$ cat src/rtl/memoria_pkg.sv
// Shared memory geometry for the Redux-V datapath: word/address widths and derived types.
package memoria_pkg;

  localparam int unsigned DATA_W = 8;
  localparam int unsigned ADDR_W = 8;
  localparam int unsigned DEPTH  = 2 ** ADDR_W;

  typedef logic [DATA_W-1:0] data_t;
  typedef logic [ADDR_W-1:0] addr_t;

endpackage

$ cat src/rtl/memoria_dados_if.sv
// Single-port data-memory bus: write strobe, address, write data and combinational read data.
interface memoria_dados_if;
  import memoria_pkg::*;

  logic  writeEnable;
  addr_t endereco;
  data_t dadoEntrada;
  data_t dadoSaida;

  modport master (
    output writeEnable,
    output endereco,
    output dadoEntrada,
    input  dadoSaida
  );

  modport slave (
    input  writeEnable,
    input  endereco,
    input  dadoEntrada,
    output dadoSaida
  );

endinterface

$ cat src/rtl/memoria_dados.sv
// Redux-V data memory: DEPTH x DATA_W RAM, synchronous write, asynchronous read,
// whole array cleared by an asynchronous active-high reset.
module memoria_dados
  import memoria_pkg::*;
(
  input  logic            clk,
  input  logic            rst,
  memoria_dados_if.slave  bus
);

  data_t mem_q [DEPTH];

  // Reset dominates any write on the same edge; an X strobe falls into the no-write branch.
  always_ff @(posedge clk or posedge rst) begin
    if (rst) begin
      for (int unsigned i = 0; i < DEPTH; i++) begin
        mem_q[addr_t'(i)] <= '0;
      end
    end else if (bus.writeEnable) begin
      mem_q[bus.endereco] <= bus.dadoEntrada;
    end
  end

  assign bus.dadoSaida = mem_q[bus.endereco];

endmodule

$ cat src/flat_wrapper.sv
// flat-port wrapper written by rule: the top's interface ports become plain ports
module memoria_dados_flat import memoria_pkg::*;
  (clk, rst, bus_writeEnable, bus_endereco, bus_dadoEntrada, bus_dadoSaida);
  memoria_dados_if bus_i ();
  input  logic clk;
  input  logic rst;
  input wire logic [$bits(bus_i.writeEnable)-1:0] bus_writeEnable;
  input wire logic [$bits(bus_i.endereco)-1:0] bus_endereco;
  input wire logic [$bits(bus_i.dadoEntrada)-1:0] bus_dadoEntrada;
  output wire logic [$bits(bus_i.dadoSaida)-1:0] bus_dadoSaida;
  assign bus_i.writeEnable = bus_writeEnable;
  assign bus_i.endereco = bus_endereco;
  assign bus_i.dadoEntrada = bus_dadoEntrada;
  assign bus_dadoSaida = bus_i.dadoSaida;
  memoria_dados u_core (.clk(clk), .rst(rst), .bus(bus_i));
endmodule
$ cat config.mk
export PLATFORM = sky130hd
export DESIGN_NAME = memoria_dados_flat
export DESIGN_NICKNAME = d
export VERILOG_FILES = /design/src/rtl/memoria_pkg.sv /design/src/rtl/memoria_dados_if.sv /design/src/rtl/memoria_dados.sv /design/src/flat_wrapper.sv
export SDC_FILE = /design/constraint.sdc
export NUM_CORES = 2
export LEC_CHECK = 0
export BUFFER_PORTS_ARGS = -buffer_cell sky130_fd_sc_hd__buf_2
export CORE_UTILIZATION = 35
export DETAILED_ROUTE_END_ITERATION = 8
export PLACE_DENSITY_LB_ADDON = 0.2
export SYNTH_ARGS = -nofsm -noshare
export SYNTH_HDL_FRONTEND = slang
export SYNTH_SLANG_ARGS = --single-unit
$ cat constraint.sdc
create_clock -name clk -period 76.7 [get_ports clk]
set_input_delay 7.67 -clock clk [delete_from_list [all_inputs] [get_ports clk]]
set_output_delay 7.67 -clock clk [all_outputs]
set_load 0.01 [all_outputs]
==> metrics.csv <==
metric;value;unit
status;finished, final reports clean;
yosysTopAreaCell;dfrtp_1;
wl_per_cell;27.7;µm
cts_setup_buffers;0;
drc;0;
ys_seq_elements;2048;
setup_viol_count_final;0;
crit_type;in -> out;
fp.dieH;516;µm
initial_core_util;0.352;
grt_pass1_vias;55658;
synth_top_area_share;0.555;
regToRegEndpoint;u_core.mem_q[2008];
area_delta_synth_final;12.2;%
top_regs;u_core.mem_q x2048;
synth_cells;5817;
synthTopCellsByArea;dfrtp_1 (56%), mux2_2 (17%), mux4_2 (12%);
core_area;262000;µm²
ys_types;27;
cp-start-kind;primary input;
yosysMostFrequentCell;dfrtp_1;
clkSinkCount;2048;
wirelength;262000;µm
clkPwrFrac;0.448;
grt_overflow;0;
fmax;0.0461;GHz
grt_pass1_wl;396000;µm
final_nets;5755;
drive_above_1_share;0.432;
regMostFlops;u_core.mem_q;
cp.arrival;14.00;ns
drv_cap;0;
ys_seq_area_frac;0.555;
hp-class;reg -> reg;
placementRows;188;
r2r_setup_slack;75.88;ns
switchingPower;0.000579;W
cts_hold_buf;0;
drtIter0Drc;3126;
worstMarginPinSlew;1.35;ns
grt_max_degree;177;
synthesis.area;92300;µm²
dp_hpwl;155000;µm
synth_edf_count;0;
cts_root_buf;clkbuf_16;
startpoint;bus_endereco[0];
clk_latency;0.86;ns
synth_area_per_cell;15.9;µm²
fin_ws;55.03;ns
largest_register_ffs;2048;
power.combinational.fraction;0.072;
dieArea;266000;µm²
io_pins;27;
max-slew-margin-rel;0.0879;
grt_usage;0.200;
worst_clock_skew;0;ns
portBuffers;26;
finalHoldViolCount;0;
ir_worst_vdd;0.0000180;V
maxSlewViolCount;0;
crit_fanout;63;
critPathCaptureType;output port;
whs_path_depth;1;
num_vias;51921;
worstPathRequired;69.03;ns
die_w;516;µm
clockBufferDepth;3;
synth_nets;5836;
ant_nets;0;
num-fill-cells;24122;
cts-resized-gates;0;
rr_worst_depth;1;
rsz0062_at_grt;no;
switching_share;0.240;
synthFlopType;dfrtp_1;
async_reset_ff_frac;1.00;
antenna_found_initial;8;
synthTopCellsByCount;dfrtp_1 (2,048), mux2_2 (1,360), mux2_1 (688);
layout_min_cycle_time;21.67;ns
pwr-share-seq;0.480;
endpoint;bus_dadoSaida[7];
synth_warnings;0;
cts_tree;yes;
dr.pass1.iters;5;
numCtsBuffers;225;
power.leakage;48.3;nW
cts.clk_slew.worst_paths;0.06;ns
drt-vias-per-instance;5.50;
setup_tns;0;ns
preCtsSetupSlack;54.75;ns
powerDensity;23.3;nW/µm²
p_int;0.00183;W
r2r_start;u_core.mem_q[2008];
htree_levels;4;
gp_congestion;0.768;
fin_crit_sh;0.283;
[layout make-up]
class / instances / area [µm²] / area share
sequential: 2048 / 51200 / 0.495
multi-input combinational: 3312 / 39300 / 0.380
clock buffer: 347 / 6710 / 0.0648
tap: 3515 / 4400 / 0.0424
timing repair buffer: 148 / 1210 / 0.0117
clock inverter: 62 / 698 / 0.00674
inverter: 1 / 11.3 / 0.000109
antenna: 3 / 7.51 / 0.0000725
[worst min-delay path by stage]
stage	startpoint	end	slack, ns
floorplan	u_core.mem_q[1001]	u_core.mem_q[1001]	0.45
CTS	u_core.mem_q[1161]	u_core.mem_q[1161]	0.48
finish	u_core.mem_q[522]	u_core.mem_q[522]	0.48
global placement	u_core.mem_q[1161]	u_core.mem_q[1161]	0.46
global route	u_core.mem_q[661]	u_core.mem_q[661]	0.49
detailed placement	u_core.mem_q[1161]	u_core.mem_q[1161]	0.47
[power by group through the flow]
| stage | sequential [W] | clock (W) | combinational, W |
|---|---|---|---|
| floorplan | 0.00117 | 0 | 0.000127 |
| CTS | 0.00116 | 0.00111 | 0.000178 |
| global route | 0.00116 | 0.00116 | 0.000188 |
| global placement | 0.00117 | 0 | 0.000173 |
| detailed placement | 0.00118 | 0 | 0.000178 |
| finish | 0.00116 | 0.00108 | 0.000174 |
[cells by family after synthesis]
family	Yosys count	share of synthesized area
compound gates	416	0.0308
simple gates	336	0.0187
mux	2560	0.375
buf+inv	457	0.0209
flops	2048	0.555
[critical path, cell delays in order]
cell and delay, ns:
buf_8 0.58, buf_4 0.80, buf_4 0.89, buf_4 0.72
mux4_2 0.60, a22oi_1 0.33, a21oi_1 0.21, o41ai_1 1.17
buf_4 0.27, nand4_1 0.25, buf_2 0.28
[metal layers]
metal	global-route usage	part of all wire
met1	0.283	0.46
met2	0.319	0.48
met3	0.0301	0.039
met4	0.0557	0.027
met5	0	0.00021
[cell usage in the layout, fill, tap and decap left out, drive strengths merged, types with 5 or more instances in the layout]
master | Yosys | final
a21oi | 128 | 128
a22oi | 256 | 256
buf | 111 | 148
bufinv | 0 | 8
clkbuf | 345 | 347
clkinv | 0 | 40
dfrtp | 2048 | 2048
inv | 1 | 12
mux2 | 2048 | 2048
mux4 | 512 | 512
nand2 | 92 | 92
nand4 | 8 | 8
nor2 | 209 | 209
nor2b | 8 | 8
nor3 | 5 | 5
o41ai | 32 | 32
[per-stage QoR]
step,total power [W],std cells,utilization,hold WS (ns),cell area (µm²)
floorplan,0.00130,5817,-,0.452,92300
global placement,0.00135,9022,0.367,0.462,96200
detailed placement,0.00135,9024,0.367,0.469,96200
CTS,0.00244,9433,0.395,0.482,104000
global route,0.00251,9435,0.395,0.493,104000
finish,0.00241,9436,0.395,0.481,104000
Power figures use the tool's default switching activity.
